$ cat src/rtl/m_mem_ctrl_pkg.sv
// Shared CPU definitions for the M-stage data-memory controller:
// memory opcodes, FSM state encoding and access-size codes.
package m_mem_ctrl_pkg;

  localparam logic [5:0] OP_LW  = 6'h23;
  localparam logic [5:0] OP_LH  = 6'h21;
  localparam logic [5:0] OP_LHU = 6'h25;
  localparam logic [5:0] OP_LB  = 6'h20;
  localparam logic [5:0] OP_LBU = 6'h24;
  localparam logic [5:0] OP_SW  = 6'h2b;
  localparam logic [5:0] OP_SH  = 6'h29;
  localparam logic [5:0] OP_SB  = 6'h28;

  typedef enum logic [1:0] {
    ST_IDLE = 2'd0,
    ST_REQ  = 2'd1,
    ST_DONE = 2'd2
  } state_t;

  localparam logic [1:0] SZ_WORD = 2'd0;
  localparam logic [1:0] SZ_HALF = 2'd1;
  localparam logic [1:0] SZ_BYTE = 2'd2;

  // Word accesses need addr[1:0]==0, halfword accesses need addr[0]==0.
  function automatic logic is_misaligned(input logic [1:0] size, input logic [1:0] lane);
    case (size)
      SZ_WORD: is_misaligned = |lane;
      SZ_HALF: is_misaligned = lane[0];
      default: is_misaligned = 1'b0;
    endcase
  endfunction

endpackage

$ cat src/rtl/m_mem_ctrl_load_ext.sv
// Load lane selection and sign/zero extension of the raw memory word.
module load_ext
  import m_mem_ctrl_pkg::*;
(
  input  logic [31:0] rdata,
  input  logic [1:0]  lane,
  input  logic [1:0]  size,
  input  logic        sign_ext,
  output logic [31:0] ldata
);

  logic [7:0]  byte_sel;
  logic [15:0] half_sel;

  always_comb begin
    byte_sel = rdata[7:0];
    case (lane)
      2'd0: byte_sel = rdata[7:0];
      2'd1: byte_sel = rdata[15:8];
      2'd2: byte_sel = rdata[23:16];
      2'd3: byte_sel = rdata[31:24];
      default: byte_sel = rdata[7:0];
    endcase
    half_sel = lane[1] ? rdata[31:16] : rdata[15:0];

    case (size)
      SZ_HALF: ldata = {{16{sign_ext & half_sel[15]}}, half_sel};
      SZ_BYTE: ldata = {{24{sign_ext & byte_sel[7]}}, byte_sel};
      default: ldata = rdata;
    endcase
  end

endmodule

$ cat src/rtl/m_mem_ctrl.sv
// M-stage data-memory controller: decodes load/store ops, runs a single
// request/ready transaction per op and stalls the pipeline while it is open.
module m_mem_ctrl
  import m_mem_ctrl_pkg::*;
#(
  parameter logic [5:0] LW  = OP_LW,
  parameter logic [5:0] LH  = OP_LH,
  parameter logic [5:0] LHU = OP_LHU,
  parameter logic [5:0] LB  = OP_LB,
  parameter logic [5:0] LBU = OP_LBU,
  parameter logic [5:0] SW  = OP_SW,
  parameter logic [5:0] SH  = OP_SH,
  parameter logic [5:0] SB  = OP_SB
) (
  input  logic        clk,
  input  logic        reset,
  input  logic [5:0]  M_opcode,
  input  logic [31:0] M_ALUout,
  input  logic [31:0] M_r2,
  input  logic        M_hold,
  output logic        mem_req,
  output logic        mem_we,
  output logic [31:0] mem_addr,
  output logic [3:0]  mem_byteen,
  output logic [31:0] mem_wdata,
  input  logic        mem_ready,
  input  logic [31:0] mem_rdata,
  output logic        M_stall,
  output logic [31:0] M_ldata,
  output logic        M_ldata_valid,
  output logic        M_excAdEL,
  output logic        M_excAdES,
  output logic [1:0]  state_dbg
);

  // Handshake: mem_req stays high with mem_addr/mem_we/mem_byteen/mem_wdata
  // frozen until the first rising edge that samples mem_ready=1; mem_ready
  // at any other time carries no meaning and is ignored.

  state_t      state, state_next;
  logic        is_load, is_store, sign_ext, misaligned, go;
  logic [1:0]  size, lane;
  logic [3:0]  st_byteen;
  logic [31:0] st_wdata, ext_data;

  logic [29:0] addr_q;
  logic        we_q, load_q, sign_q;
  logic [3:0]  byteen_q;
  logic [31:0] wdata_q;
  logic [1:0]  lane_q, size_q;

  assign lane = M_ALUout[1:0];

  always_comb begin
    is_load  = 1'b0;
    is_store = 1'b0;
    size     = SZ_WORD;
    sign_ext = 1'b0;
    case (M_opcode)
      LW:  is_load = 1'b1;
      LH:  begin is_load = 1'b1; size = SZ_HALF; sign_ext = 1'b1; end
      LHU: begin is_load = 1'b1; size = SZ_HALF; end
      LB:  begin is_load = 1'b1; size = SZ_BYTE; sign_ext = 1'b1; end
      LBU: begin is_load = 1'b1; size = SZ_BYTE; end
      SW:  is_store = 1'b1;
      SH:  begin is_store = 1'b1; size = SZ_HALF; end
      SB:  begin is_store = 1'b1; size = SZ_BYTE; end
      default: ;
    endcase
  end

  assign misaligned = is_misaligned(size, lane);
  assign go         = (is_load | is_store) & ~misaligned;

  always_comb begin
    st_byteen = 4'b1111;
    st_wdata  = M_r2;
    case (size)
      SZ_HALF: begin
        st_byteen = 4'b0011 << {lane[1], 1'b0};
        st_wdata  = {2{M_r2[15:0]}};
      end
      SZ_BYTE: begin
        st_byteen = 4'b0001 << lane;
        st_wdata  = {4{M_r2[7:0]}};
      end
      default: ;
    endcase
  end

  always_ff @(posedge clk or negedge reset) begin
    if (!reset) state <= ST_IDLE;
    else        state <= state_next;
  end

  always_comb begin
    state_next = state;
    case (state)
      ST_IDLE: if (go) state_next = ST_REQ;
      ST_REQ:  if (mem_ready) state_next = ST_DONE;
      ST_DONE: if (!M_hold) state_next = ST_IDLE;
      default: state_next = ST_IDLE;
    endcase
  end

  // Transaction attributes are frozen on entry to REQ so the bus stays stable.
  always_ff @(posedge clk or negedge reset) begin
    if (!reset) begin
      addr_q   <= '0;
      we_q     <= 1'b0;
      load_q   <= 1'b0;
      sign_q   <= 1'b0;
      byteen_q <= '0;
      wdata_q  <= '0;
      lane_q   <= '0;
      size_q   <= SZ_WORD;
    end else if (state == ST_IDLE && go) begin
      addr_q   <= M_ALUout[31:2];
      we_q     <= is_store;
      load_q   <= is_load;
      sign_q   <= sign_ext;
      byteen_q <= is_store ? st_byteen : 4'b0000;
      wdata_q  <= st_wdata;
      lane_q   <= lane;
      size_q   <= size;
    end
  end

  load_ext u_load_ext (
    .rdata    (mem_rdata),
    .lane     (lane_q),
    .size     (size_q),
    .sign_ext (sign_q),
    .ldata    (ext_data)
  );

  always_ff @(posedge clk or negedge reset) begin
    if (!reset)                                    M_ldata <= '0;
    else if (state == ST_REQ && mem_ready && load_q) M_ldata <= ext_data;
  end

  assign mem_req       = (state == ST_REQ);
  assign mem_we        = mem_req & we_q;
  assign mem_byteen    = mem_req ? byteen_q : 4'b0000;
  assign mem_addr      = mem_req ? {addr_q, 2'b00} : {M_ALUout[31:2], 2'b00};
  assign mem_wdata     = mem_req ? wdata_q : st_wdata;
  assign M_ldata_valid = (state == ST_DONE) & load_q;

  // Gated by reset so the stall and exceptions drop the moment reset asserts.
  assign M_stall   = reset & (((state == ST_IDLE) & go) | mem_req);
  assign M_excAdEL = reset & (state == ST_IDLE) & is_load & misaligned;
  assign M_excAdES = reset & (state == ST_IDLE) & is_store & misaligned;
  assign state_dbg = state;

endmodule

$ cat config.mk
export PLATFORM = sky130hd
export DESIGN_NAME = m_mem_ctrl
export DESIGN_NICKNAME = d
export VERILOG_FILES = /design/src/rtl/m_mem_ctrl_pkg.sv /design/src/rtl/m_mem_ctrl_load_ext.sv /design/src/rtl/m_mem_ctrl.sv
export SDC_FILE = /design/constraint.sdc
export NUM_CORES = 1
export LEC_CHECK = 0
export CAP_MARGIN = 0
export CORE_ASPECT_RATIO = 1.2
export CORE_MARGIN = 2
export CORE_UTILIZATION = 49
export DETAILED_ROUTE_END_ITERATION = 6
export GPL_TIMING_DRIVEN = 0
export PLACE_DENSITY = 0.95
export SETUP_SLACK_MARGIN = 0.4
export SYNTH_ARGS = -nofsm -noshare
export SYNTH_HDL_FRONTEND = slang
export SYNTH_SLANG_ARGS = --single-unit
$ cat constraint.sdc
create_clock -name clk -period 10.9 [get_ports clk]
set_input_delay 2.18 -clock clk [delete_from_list [all_inputs] [get_ports clk]]
set_output_delay 2.18 -clock clk [all_outputs]
set_load 0.02 [all_outputs]
==> metrics.txt <==
# TYPE chip_impl_metric gauge
chip_impl_info{name="outcome",value="complete, no violations"} 1
chip_impl_metric{name="track_usage",unit=""} 0.2871
chip_impl_metric{name="finalSetupTns",unit="ns"} 0
chip_impl_metric{name="report.final.slew_viol_count",unit=""} 0
chip_impl_metric{name="synth_adder_area_share",unit=""} 0.01056
chip_impl_metric{name="core-area",unit="um^2"} 11950
chip_impl_metric{name="cp.depth",unit=""} 13
chip_impl_info{name="synth_area_leaders",value="sky130_fd_sc_hd__dfrtp_1 (45%), sky130_fd_sc_hd__nand2_1 (10%), sky130_fd_sc_hd__mux2_2 (6.1%)"} 1
chip_impl_metric{name="power_report.internal_total",unit="uW"} 838.0
chip_impl_metric{name="synth_cell_type_count",unit=""} 38
chip_impl_metric{name="post_drt_via_cell_ratio",unit=""} 5.408
chip_impl_metric{name="cp.required",unit="ns"} 8.72
chip_impl_metric{name="post_synth_xor_area_fraction",unit=""} 0
chip_impl_metric{name="synth_mux_area_frac",unit=""} 0.1639
chip_impl_metric{name="clkTransAtPathRegs",unit="ns"} 0.07
chip_impl_metric{name="die_width",unit="um"} 104.4
chip_impl_metric{name="max_clock_freq",unit="GHz"} 0.1255
chip_impl_metric{name="post_cts_resize_count",unit=""} 0
chip_impl_info{name="critical_path.cell_chain",value="clkdlybuf4s50_1, and2_1, nor4b_1, inv_1, ha_1, o21ai_0, nand2_1, or4b_1, clkbuf_1, buf_6, buf_2, a21boi_0, clkdlybuf4s50_1"} 1
chip_impl_info{name="crit-reg2reg-capture",value="M_ldata[25]"} 1
chip_impl_metric{name="final_nets",unit=""} 999
chip_impl_metric{name="path_max_fanout",unit=""} 10
chip_impl_metric{name="synth-async-reset-ratio",unit=""} 1.000
chip_impl_metric{name="cap_viol_max_count",unit=""} 0
chip_impl_metric{name="slew_headroom",unit=""} 0.5180
chip_impl_metric{name="netlist_area",unit="um^2"} 5926
chip_impl_metric{name="yosys_warnings",unit=""} 0
chip_impl_metric{name="post-route-drc-count",unit=""} 0
chip_impl_metric{name="setup_viol",unit=""} 0
chip_impl_metric{name="power_switching_share",unit=""} 0.3168
chip_impl_metric{name="grt_max_degree",unit=""} 67
chip_impl_metric{name="pwr-share-seq",unit=""} 0.439
chip_impl_info{name="largest_family_of_logic_cells_by_synthesized_area",value="simple AND/OR/NAND/NOR gates"} 1
chip_impl_metric{name="yosys.area_share.simple",unit=""} 0.1896
chip_impl_metric{name="ys_seq_area_frac",unit=""} 0.4519
chip_impl_info{name="worstHoldPathType",value="register to register"} 1
chip_impl_info{name="grt_setup_unrepaired",value="no"} 1
chip_impl_metric{name="ff2ff_setup_slack",unit="ns"} 8.67
chip_impl_metric{name="dp.final_hpwl",unit="um"} 14370
chip_impl_metric{name="leakage",unit="uW"} 0.004104
chip_impl_info{name="post-synth-top-area-cell",value="sky130_fd_sc_hd__dfrtp_1"} 1
chip_impl_metric{name="top_ports",unit=""} 214
chip_impl_metric{name="route.antenna.remaining_nets",unit=""} 0
chip_impl_metric{name="die_area",unit="um^2"} 12990
chip_impl_info{name="critical_path.startpoint_type",value="primary input"} 1
chip_impl_metric{name="drive_gt1_frac",unit=""} 0.09406
chip_impl_metric{name="floorplan.initialDensity",unit=""} 0.4960
chip_impl_info{name="ys.flop_type",value="sky130_fd_sc_hd__dfrtp_1"} 1
chip_impl_metric{name="globalRouteOverflowTotal",unit=""} 0
chip_impl_metric{name="placement.io_buffers",unit=""} 211
chip_impl_metric{name="holdBufCountCts",unit=""} 0
chip_impl_metric{name="power-per-cell-area",unit="nW/um^2"} 143.5
chip_impl_metric{name="power_frac_clock",unit=""} 0.253
chip_impl_metric{name="timing.reg2reg.worst_path_depth",unit=""} 6
chip_impl_metric{name="grt_first_pass_wirelength",unit="um"} 29750
chip_impl_metric{name="critical_path.n_buffers_inverters",unit=""} 6
chip_impl_metric{name="finalWeightedCongestion",unit=""} 0.9042
chip_impl_info{name="critPathTopFamily",value="buffers and inverters"} 1
chip_impl_metric{name="finalCritPeriodShare",unit=""} 0.7308
chip_impl_metric{name="post_cts_setup_buffer_count",unit=""} 0
chip_impl_metric{name="drt-total-wl",unit="um"} 18500
chip_impl_info{name="cts_tree",value="done"} 1
chip_impl_info{name="synthMostInstantiatedCell",value="sky130_fd_sc_hd__nand2_1"} 1
chip_impl_metric{name="area.growth.synth_to_final",unit="%"} 44.21
chip_impl_metric{name="syn_inst",unit=""} 664
chip_impl_metric{name="drt_first_pass_iters",unit=""} 5
chip_impl_metric{name="wl_per_cell",unit="um"} 17.55
chip_impl_metric{name="post_synth_edffs",unit=""} 0
chip_impl_metric{name="final-hold-violation-count",unit=""} 0
chip_impl_metric{name="worstMarginPinSlew",unit="ns"} 0.7215
chip_impl_info{name="critical_path.endpoint",value="M_stall"} 1
chip_impl_metric{name="number_of_h_tree_levels",unit=""} 3
chip_impl_info{name="clk_root_buffer_cell",value="sky130_fd_sc_hd__clkbuf_16"} 1
chip_impl_metric{name="worst_clock_skew",unit="ns"} 0.01118
chip_impl_metric{name="synthesis.area_per_instance",unit="um^2"} 8.924
chip_impl_info{name="synth.cells.most_frequent",value="sky130_fd_sc_hd__nand2_1 (160), sky130_fd_sc_hd__dfrtp_1 (107), sky130_fd_sc_hd__nand3_1 (43)"} 1
chip_impl_metric{name="crit_path_max_incr_delay",unit="ns"} 0.65
chip_impl_metric{name="crit_arrival",unit="ns"} 5.79
chip_impl_metric{name="layout.cell_area.non_filler",unit="um^2"} 8546
chip_impl_info{name="worstReg2RegStart",value="lane_q[1]"} 1
chip_impl_metric{name="clock_latency",unit="ns"} 0.35
chip_impl_metric{name="report.power.total",unit="uW"} 1227
chip_impl_metric{name="cts_buffers",unit=""} 9
chip_impl_metric{name="vias",unit=""} 5700
chip_impl_metric{name="yosys_register_bits",unit=""} 107
chip_impl_metric{name="vdd.ir_drop.worst",unit="V"} 0.00008854
chip_impl_metric{name="synth_top_area_frac",unit=""} 0.4519
chip_impl_metric{name="comb_power_share",unit=""} 0.309
chip_impl_metric{name="number_of_sinks_handled_by_clock_tree_synthesis",unit=""} 107
chip_impl_info{name="timing_worst_setup_path_type",value="primary input to primary output"} 1
chip_impl_metric{name="final_cells",unit=""} 1054
chip_impl_metric{name="die_h",unit="um"} 124.5
chip_impl_info{name="crit_path_top_delay_cell",value="sky130_fd_sc_hd__clkdlybuf4s50_1"} 1
chip_impl_metric{name="grt_pass1_vias",unit=""} 5926
chip_impl_metric{name="power.net_switching",unit="uW"} 388.6
chip_impl_metric{name="placement.cell_area",unit="um^2"} 8268
chip_impl_metric{name="synth-compound-area-share",unit=""} 0.1199
chip_impl_metric{name="place.detailed.instances",unit=""} 1038
chip_impl_info{name="startpoint",value="M_opcode[3]"} 1
chip_impl_info{name="critical_path.endpoint_type",value="primary output"} 1
chip_impl_metric{name="antennaDiodeCount",unit=""} 0
chip_impl_metric{name="finalWorstPathRequiredPeriod",unit="ns"} 7.966
chip_impl_metric{name="cts-root-to-sink-buffers",unit=""} 2
chip_impl_metric{name="antenna_found_initial",unit=""} 0
chip_impl_metric{name="detailedRoute.firstIterationViolations",unit=""} 285
chip_impl_info{name="most_prevalent_standard_cell_on_the_critical_path",value="sky130_fd_sc_hd__clkdlybuf4s50_1"} 1
chip_impl_metric{name="fp-row-count",unit=""} 44
cells by family after synthesis:
kind of cell	after synthesis
simple gates	263
flops	107
compound gates	117
fa+ha+maj	5
other cells	1
buf+inv	89
mux	82
layout by cell type (no fill, tap or decap), types with 3 or more instances in the layout:
cell / netlist / final
sky130_fd_sc_hd__clkdlybuf4s50_1: 0 / 210
sky130_fd_sc_hd__nand2_1: 160 / 160
sky130_fd_sc_hd__dfrtp_1: 107 / 107
sky130_fd_sc_hd__nand3_1: 43 / 43
sky130_fd_sc_hd__inv_1: 38 / 38
sky130_fd_sc_hd__a21oi_1: 38 / 38
sky130_fd_sc_hd__clkbuf_1: 37 / 37
sky130_fd_sc_hd__nor2_1: 33 / 33
sky130_fd_sc_hd__a22oi_1: 32 / 32
sky130_fd_sc_hd__mux2_2: 32 / 32
sky130_fd_sc_hd__o21ai_0: 28 / 28
sky130_fd_sc_hd__mux2i_1: 28 / 28
sky130_fd_sc_hd__mux2_4: 22 / 22
sky130_fd_sc_hd__o22ai_1: 9 / 9
sky130_fd_sc_hd__clkbuf_16: 0 / 9
sky130_fd_sc_hd__a22o_1: 7 / 7
sky130_fd_sc_hd__nand2b_1: 6 / 6
sky130_fd_sc_hd__and2_1: 5 / 5
sky130_fd_sc_hd__ha_1: 5 / 5
sky130_fd_sc_hd__buf_6: 4 / 4
sky130_fd_sc_hd__buf_2: 4 / 4
sky130_fd_sc_hd__buf_1: 3 / 3
sky130_fd_sc_hd__nor2b_1: 3 / 3
sky130_fd_sc_hd__buf_4: 2 / 3
layout make-up:
class | count | area, um^2
buffer | 50 | 230.2
multi-input combinational | 469 | 2875
timing repair buffer | 212 | 2137
clock inverter | 7 | 52.55
fill | 900 | 3401
clock buffer | 9 | 225.2
tap | 161 | 201.4
inverter | 39 | 146.4
sequential | 107 | 2678
power by group through the flow:
stage / Combinational [uW] / Sequential, uW / Clock, uW
2_1_floorplan: 219 / 538 / 0
3_3_place_gp: 364 / 538 / 0
3_5_place_dp: 378 / 541 / 0
4_1_cts: 379 / 537 / 314
5_1_grt: 411 / 548 / 329
6_report: 379 / 538 / 310
sequential cells by signal, indices dropped and copies added (netlist names):
name and flops:
M_ldata 32, addr_q 30, byteen_q 4, lane_q 2, load_q 1, sign_q 1, size_q 2, state_dbg 2
wdata_q 32, we_q 1
metrics by stage:
step                        util  hold slack, ns  setup slack (ns)
final                     0.7153          0.4853             2.934
after global routing      0.7153          0.5167             2.716
after CTS                 0.7153          0.4892             2.937
after detailed placement  0.6921          0.4736             2.992
after global placement    0.6900          0.4592            0.9277
after floorplan                -          0.4706             4.029
routing by layer:
layer / track usage / part of all wire / routed length (um)
met5: 0 / 0 / 0
met4: 0.1288 / 0.037 / 677
met3: 0.06803 / 0.074 / 1367
met2: 0.5148 / 0.52 / 9546
met1: 0.3206 / 0.37 / 6905
worst register-to-register path: cells and delay by family, from the launching register on:
kind / cells / cell delay, ns
flops: 1 / 0.33
simple gates: 2 / 0.43
compound gates: 1 / 0.14
mux: 1 / 0.37
buf+inv: 2 / 0.83
worst min path at each step:
stage | start | to | slack, ns | cells after the start
after floorplan | byteen_q[0] | byteen_q[0] | 0.47 | 1
after global placement | M_ldata[30] | M_ldata[30] | 0.46 | 2
after detailed placement | M_ldata[30] | M_ldata[30] | 0.47 | 2
after CTS | M_ldata[30] | M_ldata[30] | 0.49 | 2
after global routing | M_ldata[5] | M_ldata[5] | 0.52 | 1
final | M_ldata[30] | M_ldata[30] | 0.49 | 2
(Power assumes the default switching activity.)
